**config.mk**
```make
export PLATFORM = sky130hd
export DESIGN_NAME = pc_sequencer_flat
export DESIGN_NICKNAME = d
export VERILOG_FILES = /design/src/rtl/pc_sequencer_if.sv /design/src/rtl/pc_sequencer.sv /design/src/flat_wrapper.sv
export SDC_FILE = /design/constraint.sdc
export NUM_CORES = 1
export LEC_CHECK = 0
export CORE_MARGIN = 8
export CORE_UTILIZATION = 38
export CTS_CLUSTER_DIAMETER = 50
export DETAILED_ROUTE_END_ITERATION = 16
export GPL_ROUTABILITY_DRIVEN = 1
export PLACE_DENSITY = 0.76
export REMOVE_ABC_BUFFERS = 1
export SLEW_MARGIN = 10
export SYNTH_ARGS = -nofsm -noshare
export SYNTH_HDL_FRONTEND = slang
export SYNTH_SLANG_ARGS = --single-unit
export TNS_END_PERCENT = 30
```
**constraint.sdc**
```tcl
create_clock -name clk -period 2.1 [get_ports clk]
set_input_delay 0.42 -clock clk [delete_from_list [all_inputs] [get_ports clk]]
set_output_delay 0.42 -clock clk [all_outputs]
set_load 0.05 [all_outputs]
```
**src/rtl/pc_sequencer_if.sv**
```systemverilog
// Bus between the multi-cycle fetch/decode sequencer and its ROM, decoder,
// register file and data RAM; "master" is the sequencer side.
interface pc_sequencer_if #(
   parameter int PC_W  = 8,
   parameter int CNT_W = 16
);
   logic             start;
   logic [31:0]      instr;
   logic             branch;
   logic             mem_read;
   logic             mem_write;
   logic             reg_write;
   logic             zero;
   logic [31:0]      imm;
   logic [PC_W-1:0]  pc;
   logic [31:0]      ir;
   logic             ram_we;
   logic             reg_we;
   logic             mem_to_reg;
   logic             halted;
   logic [CNT_W-1:0] retired;
   logic [2:0]       state;

   modport master (
      input  start, instr, branch, mem_read, mem_write, reg_write, zero, imm,
      output pc, ir, ram_we, reg_we, mem_to_reg, halted, retired, state
   );

   modport slave (
      output start, instr, branch, mem_read, mem_write, reg_write, zero, imm,
      input  pc, ir, ram_we, reg_we, mem_to_reg, halted, retired, state
   );
endinterface

```
**src/rtl/pc_sequencer.sv**
```systemverilog
// Multi-cycle instruction sequencer: FETCH/DECODE/EXEC(/MEM/WB) per instruction,
// a zero word halts, start resumes past it. Current state is exposed on bus.state.
module pc_sequencer #(
   parameter int PC_W  = 8,
   parameter int CNT_W = 16
) (
   input  logic clk,
   input  logic rst_n,
   pc_sequencer_if.master bus
);
   localparam logic [2:0] S_IDLE   = 3'd0;
   localparam logic [2:0] S_FETCH  = 3'd1;
   localparam logic [2:0] S_DECODE = 3'd2;
   localparam logic [2:0] S_EXEC   = 3'd3;
   localparam logic [2:0] S_MEM    = 3'd4;
   localparam logic [2:0] S_WB     = 3'd5;
   localparam logic [2:0] S_HALT   = 3'd6;

   logic [2:0]       state_q, state_d;
   logic [PC_W-1:0]  pc_q, pc_d;
   logic [31:0]      ir_q, ir_d;
   logic [CNT_W-1:0] retired_q;
   logic             retire;
   logic             taken;
   logic [PC_W-1:0]  pc_plus4;
   logic [PC_W-1:0]  br_target;

   // Offset is a halfword count; the shift keeps branch targets 2-byte aligned.
   assign pc_plus4  = pc_q + PC_W'(4);
   assign br_target = pc_q + {bus.imm[PC_W-2:0], 1'b0};
   assign taken     = ir_q[12] ^ bus.zero;

   always_comb begin
      state_d = state_q;
      pc_d    = pc_q;
      ir_d    = ir_q;
      retire  = 1'b0;
      case (state_q)
         S_IDLE: begin
            if (bus.start) state_d = S_FETCH;
         end
         S_FETCH: begin
            state_d = S_DECODE;
         end
         S_DECODE: begin
            if (bus.instr == 32'd0) begin
               state_d = S_HALT;
            end else begin
               ir_d    = bus.instr;
               state_d = S_EXEC;
            end
         end
         S_EXEC: begin
            if (bus.branch) begin
               pc_d    = taken ? br_target : pc_plus4;
               retire  = 1'b1;
               state_d = S_FETCH;
            end else if (bus.mem_write) begin
               pc_d    = pc_plus4;
               retire  = 1'b1;
               state_d = S_FETCH;
            end else if (bus.mem_read) begin
               state_d = S_MEM;
            end else begin
               pc_d    = pc_plus4;
               retire  = 1'b1;
               state_d = S_FETCH;
            end
         end
         S_MEM: begin
            state_d = S_WB;
         end
         S_WB: begin
            pc_d    = pc_plus4;
            retire  = 1'b1;
            state_d = S_FETCH;
         end
         S_HALT: begin
            if (bus.start) begin
               pc_d    = pc_plus4;
               state_d = S_FETCH;
            end
         end
         default: begin
            state_d = S_IDLE;
         end
      endcase
   end

   always_ff @(posedge clk or negedge rst_n) begin
      if (!rst_n) begin
         state_q   <= S_IDLE;
         pc_q      <= '0;
         ir_q      <= '0;
         retired_q <= '0;
      end else begin
         state_q <= state_d;
         pc_q    <= pc_d;
         ir_q    <= ir_d;
         if (retire && (retired_q != {CNT_W{1'b1}})) retired_q <= retired_q + CNT_W'(1);
      end
   end

   // Strobes depend on the state and the decode of the registered ir only,
   // so reset (state=IDLE) clears them at once and instr never reaches them.
   assign bus.ram_we     = (state_q == S_EXEC) && !bus.branch && bus.mem_write;
   assign bus.reg_we     = (state_q == S_WB) ||
                           ((state_q == S_EXEC) && !bus.branch && !bus.mem_write &&
                            !bus.mem_read && bus.reg_write);
   assign bus.mem_to_reg = (state_q == S_WB);
   assign bus.halted     = (state_q == S_HALT);
   assign bus.pc         = pc_q;
   assign bus.ir         = ir_q;
   assign bus.retired    = retired_q;
   assign bus.state      = state_q;
endmodule

```
**src/flat_wrapper.sv**
```systemverilog
// flat-port wrapper written by rule: the top's interface ports become plain ports
module pc_sequencer_flat 
#(
   parameter int PC_W  = 8,
   parameter int CNT_W = 16
)
  (clk, rst_n, bus_start, bus_instr, bus_branch, bus_mem_read, bus_mem_write, bus_reg_write, bus_zero, bus_imm, bus_pc, bus_ir, bus_ram_we, bus_reg_we, bus_mem_to_reg, bus_halted, bus_retired, bus_state);
  pc_sequencer_if #(.PC_W(PC_W), .CNT_W(CNT_W)) bus_i ();
  input  logic clk;
  input  logic rst_n;
  input wire logic [$bits(bus_i.start)-1:0] bus_start;
  input wire logic [$bits(bus_i.instr)-1:0] bus_instr;
  input wire logic [$bits(bus_i.branch)-1:0] bus_branch;
  input wire logic [$bits(bus_i.mem_read)-1:0] bus_mem_read;
  input wire logic [$bits(bus_i.mem_write)-1:0] bus_mem_write;
  input wire logic [$bits(bus_i.reg_write)-1:0] bus_reg_write;
  input wire logic [$bits(bus_i.zero)-1:0] bus_zero;
  input wire logic [$bits(bus_i.imm)-1:0] bus_imm;
  output wire logic [$bits(bus_i.pc)-1:0] bus_pc;
  output wire logic [$bits(bus_i.ir)-1:0] bus_ir;
  output wire logic [$bits(bus_i.ram_we)-1:0] bus_ram_we;
  output wire logic [$bits(bus_i.reg_we)-1:0] bus_reg_we;
  output wire logic [$bits(bus_i.mem_to_reg)-1:0] bus_mem_to_reg;
  output wire logic [$bits(bus_i.halted)-1:0] bus_halted;
  output wire logic [$bits(bus_i.retired)-1:0] bus_retired;
  output wire logic [$bits(bus_i.state)-1:0] bus_state;
  assign bus_i.start = bus_start;
  assign bus_i.instr = bus_instr;
  assign bus_i.branch = bus_branch;
  assign bus_i.mem_read = bus_mem_read;
  assign bus_i.mem_write = bus_mem_write;
  assign bus_i.reg_write = bus_reg_write;
  assign bus_i.zero = bus_zero;
  assign bus_i.imm = bus_imm;
  assign bus_pc = bus_i.pc;
  assign bus_ir = bus_i.ir;
  assign bus_ram_we = bus_i.ram_we;
  assign bus_reg_we = bus_i.reg_we;
  assign bus_mem_to_reg = bus_i.mem_to_reg;
  assign bus_halted = bus_i.halted;
  assign bus_retired = bus_i.retired;
  assign bus_state = bus_i.state;
  pc_sequencer #(.PC_W(PC_W), .CNT_W(CNT_W)) u_core (.clk(clk), .rst_n(rst_n), .bus(bus_i));
endmodule
```
Yosys cells after proc, flatten, opt, wreduce, memory -nomap -nowiden. Cells that the tools add are included.

Word-level logic and storage cells: 51. Input port bits: 72. Bits in registers: 59. Output and inout port bits: 63.

Bitwise logic cells: 2. Multiplexer cells: 16. Add/subtract/negate cells: 3. Reduce and logical (&&, ||, !) cells: 16. Equal/unequal tests: 10.

Operator list (count): $mux W8 (5); $logic_not A32 Y1 (1); $pmux W8 S3 (1); $pmux W3 S6 (1); $add A16 B1 Y16 const B (1); $ne A16 B16 Y1 const B (1); $mux W3 (5); $eq A3 B3 Y1 const B (3); $add A8 B3 Y8 const B (1); $add A8 B8 Y8 (1); $eq A3 B2 Y1 const B (2); $logic_and A1 B1 Y1 (6); $ne A4 B4 Y1 const B (1); $eq A3 B1 Y1 const B (1); $logic_not A1 Y1 (3); $logic_not A3 Y1 (1); $mux W1 (3); $reduce_and A3 Y1 (1); $reduce_bool A3 Y1 (1); $ne A2 B1 Y1 const B (1); $ne A2 B2 Y1 const B (1); $pmux W1 S2 (1); $reduce_and A2 Y1 (1); $reduce_or A2 Y1 (1); 3 further kinds (3).

Logic depth before layout (Yosys ltp). Gate-level depths: netlist of run 1.

Depth in word-level cells: 6. Gate-level depth with buffers: 7. Gate-level depth less buffers: 7.

Worst setup path after synthesis of run 1. No wires, ideal clock.

Path type: reg-to-output. Start point: register u_core.state_q[1], in the netlist u_core.bus.state[1]. End point: output bus_ram_we. Path buffers: 1. Path slack: -0.518 ns. Data arrival time: 2.198 ns. Required time: 1.680 ns. Stages on the path, launching flop included: 4. Cell sequence: dfrtp_1 > buf_6 > nand3b_2 > nor3b_1.

Longest elaborated chain between the ends: 3.

Ends and longest elaborated chain: start, declared (line pc_sequencer.sv:19) `logic [2:0] state_q, state_d;`; start signal, assigned (line pc_sequencer.sv:97) `state_q <= state_d;`; $eq A3 B2 Y1 (line pc_sequencer.sv:106) `assign bus.ram_we = (state_q == S_EXEC) && !bus.branch && bus.mem_write;`; $logic_and A1 B1 Y1 (2 in series) (line pc_sequencer.sv:106); end, declared (line flat_wrapper.sv:21) `output wire logic [$bits(bus_i.ram_we)-1:0] bus_ram_we;`.

Every way passes these cells.

Worst setup path in the final report of run 1.
Start point: register u_core.state_q[2], in the netlist u_core.bus.state[2]. End point: output bus_reg_we.

Longest elaborated chain between the ends: 6. Elaborated cells on any way between the ends: 7. Classes of those cells: 2 x eq/ne; 5 x reduce/logical.

Ends and longest elaborated chain: $eq A3 B2 Y1 (line pc_sequencer.sv:108) `((state_q == S_EXEC) && !bus.branch && !bus.mem_write &&`; $logic_and A1 B1 Y1 (3 in series) (line pc_sequencer.sv:108); $logic_and A1 B1 Y1 (line pc_sequencer.sv:109) `!bus.mem_read && bus.reg_write);`; $logic_or A1 B1 Y1 (*) (line pc_sequencer.sv:107) `assign bus.reg_we = (state_q == S_WB) ||`; end, declared (line flat_wrapper.sv:22) `output wire logic [$bits(bus_i.reg_we)-1:0] bus_reg_we;`.

Every way passes the cells marked *; elsewhere a longest branch is shown, timed or not.

==> summary.md, run 1 <==
| Metric | Value |
|---|---|
| Worst setup EP type | `output pin` |
| Logic pwr share | `60.1%` |
| Clk pwr share | `between 10% and 20%` |
| Layout cells sized above 1 | `19.8%` |
| Critical Path RT | `about 1.7 ns` |
| Core area | `0.00805 mm2` |
| Vias | `2623` |
| Synth Flop Type | `dfrtp_1` |
| Initial Util | `between 30% and 40%` |
| Yosys warns | `0` |
| Min-delay worst type | `primary input to async pin` |
| I/O pin count | `135` |
| Die Height | `about 110 um` |
| Flop pwr share | `25.9%` |
| Sw Ratio | `a little under half` |
| Vias per cell | `slightly above 5` |
| Post-layout minimum cycle time | `2.04 ns` |
| Area grow syn2layout | `54.7%` |
| Top cells by count, synth | `58 x dfrtp_1, 34 x mux2_1, 14 x xnor2_1, 11 x nand3_1` |
| Die ar. | `0.0113 mm2` |
| Worst R2R Path Depth | `7` |
| Clk slew on worst S/H paths | `roughly 0.070 ns` |
| CP cell instances | `nand2b_1 > nor4_4 > o21a_1 > buf_12` |
| Worst vdd ir | `0.926 mV` |
| CTS Buf Count | `9` |
| Status | `complete, no violations` |
| Simple-Gate Fraction of Synth Area | `17.6%` |
| # DRC | `0` |
| Worst path slowest cell | `dfrtp_1` |
| CTS Sinks | `just under 60` |
| Synth Area in Adders | `3.89%` |
| Worst reg2reg startpoint | `u_core.bus.pc[1]$_DFFE_PN0P_` |
| Post-synthesis mux area share | `12.8%` |
| Fin crit share | `between 90% and 100%` |
| Seq/Total Area, Yosys | `a little under half` |
| Core Util, Final | `59.4%` |
| Largest net degree at the start of global routing | `28` |
| Max Slew Vio Count | `0` |
| Net count, final | `between 400 and 500` |
| First-pass GRT wire length | `14.1 mm` |
| CP Data Arrival Time | `~1.6 ns` |
| Synth top area share | `47.0%` |
| Diode count | `0` |
| Netlist cell types | `54` |
| Final clock skew | `0.00707 ns` |
| Synth top area cells | `dfrtp_1 47%, mux2_1 12%, xnor2_1 4.0%, ha_1 3.2%, nand4_1 2.0%` |
| Compound-cell area share of the yosys netlist | `9.60%` |
| Clk_lat worst skew | `0.33 ns` |
| Net Switching | `3.60 mW` |
| Antenna violations before repair | `0` |
| Wire length per cell | `16.5 um` |
| Initial DRC count | `146` |
| Die W | `between 100 and 150 um` |
| Pwr dens | `1590 mW/mm2` |
| Max Freq | `490 MHz` |
| Final hold vios | `0` |
| Vias in the first global route | `2875` |
| Top-count cell post-synth | `dfrtp_1` |
| Reg-to-reg slack, setup | `0.18 ns` |
| Unrepaired setup endpoints after global routing | `yes` |
| Final ANT Viol Nets | `0` |
| Fill cells | `681` |
| Final setup fails | `0` |
| Startpoint type of the worst setup path | `register` |
| All-Layer GR Usage | `around 15%` |
| Dominant cell type by area after synthesis | `dfrtp_1` |
| H-tree levels | `3` |
| Gate count of the mapped netlist | `around 270` |
| GR Overflow Total | `0` |
| Mapped Area | `0.00309 mm2` |
| Lkg Pwr | `1.99 nW` |
| # Max-Cap Violations | `0` |
| DR pass1 iterations | `4` |
| Post-Synth XOR/XNOR Area | `under 10%` |
| Root Buffer | `clkbuf_8` |
| CTS tree | `done` |
| Max Root-Sink Buffers | `2` |
| Routed WL | `around 8.5 mm` |
| Detailed placement HPWL | `between 6 and 7 mm` |
| Setup CP Type | `register to output pin` |
| Slew headroom | `64.8%` |
| Synth Register Bits | `58` |
| Worst slew pin tran | `0.526 ns` |
| CP max FO | `8` |
| Hold Worst Slack | `around 0.028 ns` |
| Number of synthesized flops with an enable pin | `0` |
| Largest family of logic cells by synthesized area | `simple AND/OR/NAND/NOR gates` |
| PortBufs | `108` |
| GP Congestion | `0.825` |
| Reg2reg end | `u_core.bus.pc[7]$_DFFE_PN0P_` |
| Crit path largest cell delay | `0.46 ns` |
| Internal power | `around 4.0 mW` |
| Syn avg cell area | `11.6 um2` |
| Fraction of registers with async set/reset | `between 90% and 100%` |
| Rows | `33` |
-- cell usage in the layout (no fill, tap or decap), drive strengths merged, types with 2 or more instances in the layout --
| cell type | n |
|---|---|
| o211ai | 3 |
| o21bai | 3 |
| nor2b | 3 |
| nor4 | 11 |
| a211oi | 2 |
| nand2b | 3 |
| nand3 | 11 |
| buf | 37 |
| nand2 | 10 |
| clkbuf | 12 |
| clkinvlp | 2 |
| and2 | 6 |
| ha | 8 |
| dlymetal6s2s | 4 |
| xor2 | 5 |
| o32ai | 2 |
| nand4 | 10 |
| o21ai | 13 |
| a21o | 2 |
| and3 | 5 |
| mux2 | 35 |
| nor3 | 5 |
| inv | 5 |
| nor2 | 10 |
| or2 | 3 |
| xnor2 | 15 |
| nor3b | 5 |
| clkdlybuf4s50 | 95 |
| dfrtp | 58 |
| a21oi | 9 |
| or4 | 2 |
-- flip-flops by register name, summed over array words and instances (netlist names) --
signal / flops
u_core.bus.ir: 32
u_core.bus.retired: 16
u_core.bus.pc: 7
u_core.bus.state: 3
-- worst max-delay path by stage --
stage,start,endpoint,cells after the start,slack (ns)
finish,u_core.bus.state[2]$_DFFE_PN0P_,bus_reg_we,4,0.06
global placement,bus_imm[0],u_core.bus.pc[7]$_DFFE_PN0P_,8,-0.44
global route,bus_imm[0],u_core.bus.pc[7]$_DFFE_PN0P_,10,-0.02
CTS,bus_branch,bus_reg_we,5,0.0003
floorplan,u_core.bus.state[1]$_DFFE_PN0P_,bus_ram_we,2,-0.56
detailed placement,bus_imm[0],u_core.bus.pc[7]$_DFFE_PN0P_,8,-0.46
-- power by group through the flow --
| stage | Sequential, mW | Combinational (mW) | Clock, mW |
|---|---|---|---|
| after detailed placement | 1.98 | 4.49 | 0 |
| after global placement | 1.95 | 4.43 | 0 |
| after global routing | 2.04 | 4.84 | 1.14 |
| after CTS | 1.97 | 4.56 | 1.10 |
| final | 1.96 | 4.55 | 1.06 |
| after floorplan | 3.52 | 1.24 | 0 |
-- worst max-delay path, delay by kind of cell, from the launching register on --
| kind | cells | cell delay [ns] |
|---|---|---|
| AND/OR/NAND/NOR | 2 | 0.50 |
| flip-flops | 1 | 0.46 |
| AO/OA/AOI/OAI | 1 | 0.19 |
| buffers and inverters | 1 | 0.15 |
-- timing repair --
item	CTS	global route
endpoints found under the setup margin	21	38
buffers inserted	2	0
hold buffers	0	0
resized for setup	9	11
pin swaps	4	5
endpoints found under the hold margin	0	0
-- per-stage QoR --
stage | power [mW] | instances | area (um2) | setup WS (ns) | setup TNS [ns]
floorplan | 4.76 | 258 | 3010 | -0.565 | -7.55
global placement | 6.38 | 497 | 4480 | -0.442 | -11.70
detailed placement | 6.46 | 497 | 4480 | -0.461 | -12.32
CTS | 7.63 | 515 | 4730 | 0.000295 | 0
global route | 8.02 | 515 | 4780 | -0.0154 | -0.0192
finish | 7.58 | 515 | 4780 | 0.0580 | 0
-- kinds of logic after synthesis --
family	count (synthesis)
simple gates	90
flops	58
compound gates	40
mux	35
xor+xnor	20
buf+inv	14
fa+ha+maj	9
other cells	1
-- layer usage --
metal,vias up,routed length (um),global-route usage [%]
li1,1258,-,-
met1,1282,3570,18.5
met2,74,4330,25.6
met3,9,508,4.90
met4,0,97,4.32
met5,-,0,0
-- final cells by class --
class	instances	area (um2)	area share, %
multi-input combinational	195	1620	33.8
timing repair buffer	136	1360	28.4
sequential	58	1450	30.4
inverter	5	18.8	0.393
clock inverter	4	50.0	1.05
tap	105	131	2.75
clock buffer	12	155	3.25
No activity file was read; power rests on OpenSTA's default activity.
==> run 2, diff against run 1 <==
--- a/config.mk
+++ b/config.mk
@@ -5,12 +5,13 @@
 export SDC_FILE = /design/constraint.sdc
 export NUM_CORES = 1
 export LEC_CHECK = 0
-export CORE_MARGIN = 8
-export CORE_UTILIZATION = 38
+export CORE_MARGIN = 5
+export CORE_UTILIZATION = 39
+export CTS_BUF_LIST = sky130_fd_sc_hd__clkbuf_8
 export CTS_CLUSTER_DIAMETER = 50
 export DETAILED_ROUTE_END_ITERATION = 16
 export GPL_ROUTABILITY_DRIVEN = 1
-export PLACE_DENSITY = 0.76
+export PLACE_DENSITY = 0.78
 export REMOVE_ABC_BUFFERS = 1
 export SLEW_MARGIN = 10
 export SYNTH_ARGS = -nofsm -noshare
==> run 2 against run 1 <==
Effect of this change: global-route usage grew 1.9 points; count of clock-buffer cells in the layout fell by 2; sequential share of layout area is 0.95 points lower; critical endpoint unchanged; utilization up 4.5 points; hold slack improved by 0.023 ns; first-iteration DRC count is 40% lower; routed wire length down 0.14%; clock skew down 0.00087 ns; flip-flop and latch count unchanged; combinational power up 5.5%.
==> summary.md, run 2 (same netlist as run 1, synthesis figures left out) <==
| Metric | Value |
|---|---|
| Status | `complete, no violations` |
| Worst slew pin tran | `0.542 ns (+0.0151 ns)` |
| Die Height | `99 um (-6.7%)` |
| First-pass GRT wire length | `13.6 mm (-4.0%)` |
| Critical Path RT | `1.68 ns (about the same)` |
| CTS tree | `done` |
| CP max FO | `4 (-4)` |
| Initial Util | `40.0% (+1.6 points)` |
| Max FFs per register | `32 (unchanged)` |
| All-Layer GR Usage | `17.2% (+1.9 points)` |
| Unrepaired setup endpoints after global routing | `yes` |
| Area grow syn2layout | `59.7%` |
| Max Freq | `482 MHz (-1.7%)` |
| Vias | `2647 (+0.91%)` |
| Final clock skew | `0.00620 ns (-0.000872 ns)` |
| Dpl cell area | `0.00449 mm2 (+0.42%)` |
| Net count, final | `494 (+1.6%)` |
| Slew headroom | `63.8% (-1.0 points)` |
| Fin area | `0.00493 mm2 (+3.2%)` |
| Reg2reg end | `u_core.bus.pc[7]$_DFFE_PN0P_` |
| Min-delay worst type | `primary input to async pin` |
| Worst setup EP type | `output pin` |
| CP Data Arrival Time | `1.66 ns (+0.04 ns)` |
| Layout cells sized above 1 | `23.5% (+3.7 points)` |
| # Max-Cap Violations | `0 (unchanged)` |
| Clk slew on worst S/H paths | `0.06 ns (about the same)` |
| Worst vdd ir | `1.06 mV (+14%)` |
| Hold Worst Slack | `0.0509 ns (+0.0226 ns)` |
| Leading cell type in the layout, fill and taps excluded | `clkdlybuf4s50_1` |
| Die W | `99 um (-6.7%)` |
| Vias per cell | `5.10 (+0.14%)` |
| Critical Path Start | `bus_branch` |
| DR pass1 iterations | `5 (+1)` |
| Largest net degree at the start of global routing | `38 (+36%)` |
| Lkg Pwr | `2.21 nW (+11%)` |
| PortBufs | `108 (unchanged)` |
| Startpoint type of the worst setup path | `primary input` |
| I/O pin count | `135 (unchanged)` |
| Power Total | `7.78 mW (+2.6%)` |
| Rows | `32 (-3.0%)` |
| GP Congestion | `0.830 (+0.55%)` |
| Most frequent cells in the layout | `82 x clkdlybuf4s50_1, 57 x dfrtp_1, 36 x buf_4` |
| Post-layout minimum cycle time | `2.08 ns (+0.0347 ns)` |
| Core area | `0.00773 mm2 (-4.0%)` |
| Worst R2R Path Depth | `7 (unchanged)` |
| CTS Sinks | `58 (unchanged)` |
| Reg-to-reg slack, setup | `0.19 ns (about the same)` |
| Root Buffer | `clkbuf_8` |
| Max Root-Sink Buffers | `2 (unchanged)` |
| Antenna violations before repair | `0 (unchanged)` |
| Wire length per cell | `16.4 um (-0.91%)` |
| Diode count | `0 (unchanged)` |
| Clk_lat worst skew | `0.34 ns (about the same)` |
| Worst reg2reg startpoint | `u_core.bus.pc[1]$_DFFE_PN0P_` |
| Final ANT Viol Nets | `0 (unchanged)` |
| Initial DRC count | `88 (-40%)` |
| Fin crit share | `98.9% (+1.7 points)` |
| Routed WL | `8.49 mm (-0.14%)` |
| GR Overflow Total | `0 (unchanged)` |
| Max Slew Vio Count | `0 (unchanged)` |
| Pwr dens | `1580 mW/mm2 (-0.57%)` |
| Detailed placement HPWL | `6.17 mm (-5.1%)` |
| Die ar. | `0.00980 mm2 (-13%)` |
| Setup CP Type | `primary input to output pin` |
| Worst setup endpoint | `bus_reg_we` |
| Final setup fails | `0 (unchanged)` |
| CTS Buf Count | `9 (unchanged)` |
| Final hold vios | `0 (unchanged)` |
| # DRC | `0 (unchanged)` |
| Vias in the first global route | `2754 (-4.2%)` |
| H-tree levels | `3 (unchanged)` |
-- run 2: cell count changes in the layout (fill, tap and decap cells not counted), moves of 2 or more --
cell and delta:
buf_4 +7, clkdlybuf4s50_1 -13, clkbuf_16 +2, mux2_1 -10, nor4_1 -2, clkinvlp_4 -2, mux2_4 +10, inv_1 +2
dlymetal6s2s_1 +13
-- run 2: per-layer routing --
layer	vias to the layer above	share of wire, %	track usage [%]
li1	1274	-	-
met1	1285	43	21.8
met2	71	49	27.6
met3	17	5.7	5.45
met4	0	2.0	6.20
met5	-	0	0
-- run 2: through the flow --
step           TNS, ns  util, %  worst slack, ns  cells
6_report             0     63.8           0.0234    519
5_1_grt          -1.48     63.8           -0.101    519
4_1_cts              0     60.8          0.00754    512
3_5_place_dp    -12.00     58.2           -0.467    497
3_3_place_gp    -10.91     58.2           -0.384    497
2_1_floorplan    -7.55        -           -0.565    258
-- run 2: power breakdown --
| part | switching (mW) | internal, mW |
|---|---|---|
| clock network | 0.450 | 0.561 |
| registers | 0.385 | 1.58 |
| logic | 2.80 | 2.00 |
-- run 2: how the worst min path moves through the flow --
stage	startpoint	endpoint	slack, ns	depth (start not counted)
after global routing	rst_n	u_core.bus.retired[7]$_DFFE_PN0P_	0.09	1
final	rst_n	u_core.bus.ir[2]$_DFFE_PN0P_	0.05	1
after floorplan	rst_n	u_core.bus.ir[0]$_DFFE_PN0P_	0.12	0
after CTS	rst_n	u_core.bus.ir[2]$_DFFE_PN0P_	0.06	1
after global placement	rst_n	u_core.bus.ir[2]$_DFFE_PN0P_	0.42	1
after detailed placement	rst_n	u_core.bus.ir[2]$_DFFE_PN0P_	0.43	1
-- run 2: cell type report --
type	count	area, um2
fillers	617	2790
repair buffers	144	1480
inverters	5	18.8
flip-flops and latches	58	1450
clock buffers	10	138
clock inverters	5	47.5
well taps	102	128
multi-input cells	195	1670
-- run 2: timing repair --
action	CTS	global route
gates resized for setup	7	37
hold buffers	0	0
cloned	0	2
pin swaps	2	12
setup buffers	0	5
endpoints found under the setup margin	7	36
endpoints found under the hold margin	0	0
-- run 2: critical path: stages --
cell             delay, ns
clkdlybuf4s50_1       0.44
buf_4                 0.17
nor4_1                0.27
o21a_1                0.21
buf_12                0.15
==> run 3, diff against run 2 <==
==> constraint.sdc (replaced) <==
create_clock -name clk -period 1.7 [get_ports clk]
set_input_delay 0.34 -clock clk [delete_from_list [all_inputs] [get_ports clk]]
set_output_delay 0.34 -clock clk [all_outputs]
set_load 0.05 [all_outputs]
==> run 3 against run 2 <==
Effect of this change: the flow now finishes with violations (negative setup slack); design area increased by 8.9%; critical path depth rose by 3; routed wire length up 14%; utilization rose by 5.7 points; count of clock-buffer cells in the layout stayed put; combinational power increased by 49%; flip-flop and latch count unchanged; via count up 8.5%; power grew 38%; hold slack improved by 0.19 ns; die area did not move; critical path type is now register to register.
==> summary.md, run 3 (same netlist as run 1, synthesis figures left out) <==
| Metric | Value |
|---|---|
| Status | `complete, but fails checks` |
| Failing checks | `negative setup slack` |
| I/O pin count | `135 (unchanged)` |
| Die ar. | `0.00980 mm2 (unchanged)` |
| Power Total | `10.7 mW (+38%)` |
| H-tree levels | `3 (unchanged)` |
| CP max FO | `2 (-2)` |
| GP Congestion | `0.845 (+1.8%)` |
| CTS tree | `done` |
| Layout cells sized above 1 | `55.7% (+32 points)` |
| Min-Delay Path Depth | `2` |
| Initial Util | `40.0% (unchanged)` |
| First-pass GRT wire length | `15.5 mm (+14%)` |
| Worst setup EP type | `register` |
| Min-delay worst type | `primary input to register` |
| Max FFs per register | `32 (unchanged)` |
| Flop pwr share | `22.2% (-3.1 points)` |
| Sw Ratio | `46.6% (-0.19 points)` |
| Hold Path Origin | `bus_instr[9]` |
| Clk slew on worst S/H paths | `0.07 ns (about the same)` |
| Detailed placement HPWL | `6.52 mm (+5.8%)` |
| Net Switching | `4.99 mW (+37%)` |
| Most frequent cells in the layout | `115 x buf_4, 55 x dfrtp_1, 28 x mux2_4` |
| Final clock skew | `0.00646 ns (+0.000261 ns)` |
| Fill cells | `554 (-10%)` |
| Final setup fails | `9 (+9)` |
| Lkg Pwr | `2.52 nW (+14%)` |
| Unrepaired setup endpoints after global routing | `yes` |
| Die W | `99 um (unchanged)` |
| PortBufs | `108 (unchanged)` |
| DR pass1 iterations | `4 (-1)` |
| Area grow syn2layout | `73.9%` |
| Vias per cell | `5.11 (+0.20%)` |
| Largest net degree at the start of global routing | `37 (-2.6%)` |
| Setup CP Type | `register to register` |
| Wire length per cell | `17.3 um (+5.7%)` |
| Final hold vios | `0 (unchanged)` |
| # DRC | `0 (unchanged)` |
| Startpoint type of the worst setup path | `register` |
| Logic pwr share | `66.9% (+5.1 points)` |
| Pwr dens | `2000 mW/mm2 (+27%)` |
| CP Data Arrival Time | `2.15 ns (+0.49 ns)` |
| Die Height | `99 um (unchanged)` |
| Setup WS post-layout | `-0.197 ns (-0.220 ns)` |
| GR Overflow Total | `0 (unchanged)` |
| Reg2reg end | `u_core.bus.pc[6]$_DFFE_PN0P_` |
| Worst reg2reg startpoint | `u_core.bus.pc[2]$_DFFE_PN0P_` |
| Reg area | `0.00146 mm2 (+0.17%)` |
| Initial DRC count | `59 (-33%)` |
| Worst R2R Path Depth | `8 (+1)` |
| Post-layout minimum cycle time | `1.90 ns` |
| Routed WL | `9.72 mm (+14%)` |
| Dpl cell area | `0.00471 mm2 (+4.9%)` |
| Internal power | `5.72 mW (+38%)` |
| CTS Buf Count | `9 (unchanged)` |
| Net count, final | `536 (+8.5%)` |
| Max Slew Vio Count | `0 (unchanged)` |
| Root Buffer | `clkbuf_8` |
| Critical Path Start | `u_core.bus.pc[2]$_DFFE_PN0P_` |
| Worst vdd ir | `1.45 mV (+37%)` |
| CTS Sinks | `58 (unchanged)` |
| Hold Path Sink | `u_core.bus.ir[9]$_DFFE_PN0P_` |
| Diode count | `0 (unchanged)` |
| Fin area | `0.00537 mm2 (+8.9%)` |
| Dpl ws | `-0.772 ns (-0.305 ns)` |
| Final ANT Viol Nets | `0 (unchanged)` |
| # Max-Cap Violations | `0 (unchanged)` |
| Fin crit share | `112%` |
| Multi-input gate area | `0.00193 mm2 (+15%)` |
| Vias | `2872 (+8.5%)` |
| Core area | `0.00773 mm2 (unchanged)` |
| Reg-to-reg slack, setup | `-0.20 ns (-0.39 ns)` |
| Hold Worst Slack | `0.238 ns (+0.188 ns)` |
| Clk pwr share | `10.9% (-2.1 points)` |
| Max Freq | `between 500 and 600 MHz` |
| Vias in the first global route | `3179 (+15%)` |
| Leading cell type in the layout, fill and taps excluded | `buf_4` |
| Max Root-Sink Buffers | `2 (unchanged)` |
| Clk_lat worst skew | `0.33 ns (about the same)` |
| Rows | `32 (unchanged)` |
| Antenna violations before repair | `0 (unchanged)` |
| All-Layer GR Usage | `19.6% (+2.4 points)` |
| Critical Path RT | `1.95 ns (+0.27 ns)` |
run 3: how the worst max path moves through the flow:
stage,end,slack (ns),cells after the start
after global placement,u_core.bus.pc[7]$_DFFE_PN0P_,-0.70,8
after CTS,u_core.bus.pc[7]$_DFFE_PN0P_,-0.18,7
final,u_core.bus.pc[6]$_DFFE_PN0P_,-0.20,8
after global routing,u_core.bus.pc[7]$_DFFE_PN0P_,-0.29,7
after floorplan,bus_ram_we,-0.88,2
after detailed placement,u_core.bus.pc[7]$_DFFE_PN0P_,-0.77,8
run 3: worst max-delay path, cell delays in order (launching register included):
cell and delay [ns]:
dfrtp_1 0.40, buf_4 0.14, buf_6 0.11, ha_4 0.23, a211oi_2 0.19, o21bai_1 0.10, a21oi_2 0.18, mux2_4 0.32
o211ai_2 0.16
run 3: repair_timing:
item / in CTS / in global routing
endpoints found under the hold margin: 22 / 0
buffers inserted: 11 / 7
gates cloned: 3 / 0
gates resized for setup: 135 / 51
pin swaps: 19 / 23
hold buffers: 1 / 0
endpoints found under the setup margin: 43 / 58
run 3: area by class of cell:
cell class                 count  area share (%)
tap                          102            2.38
inverter                       5           0.349
clock buffer                  10            2.56
multi-input combinational    195            35.9
clock inverter                 6           0.792
sequential                    58            27.1
timing repair buffer         186            30.9
run 3: per-stage QoR:
step / cells / utilization (%) / TNS (ns)
after floorplan: 258 / - / -24.74
after global placement: 531 / 61.0 / -26.48
after detailed placement: 531 / 61.0 / -27.31
after CTS: 561 / 69.0 / -1.35
after global routing: 562 / 69.5 / -1.93
final: 562 / 69.5 / -0.977
run 3: power by group through the flow:
stage | logic [mW] | clock network (mW) | registers, mW
3_3_place_gp | 5.87 | 0 | 2.33
2_1_floorplan | 1.53 | 0 | 4.35
3_5_place_dp | 5.99 | 0 | 2.36
5_1_grt | 7.54 | 1.24 | 2.46
4_1_cts | 7.01 | 1.19 | 2.36
6_report | 7.17 | 1.16 | 2.38
run 3: per-layer routing:
layer	GRT usage [%]	vias to the layer above	share of wire [%]
met3	5.31	21	5.6
met4	7.25	0	2.7
met5	0	-	0
met1	22.8	1405	41
met2	34.2	89	51
li1	-	1357	-
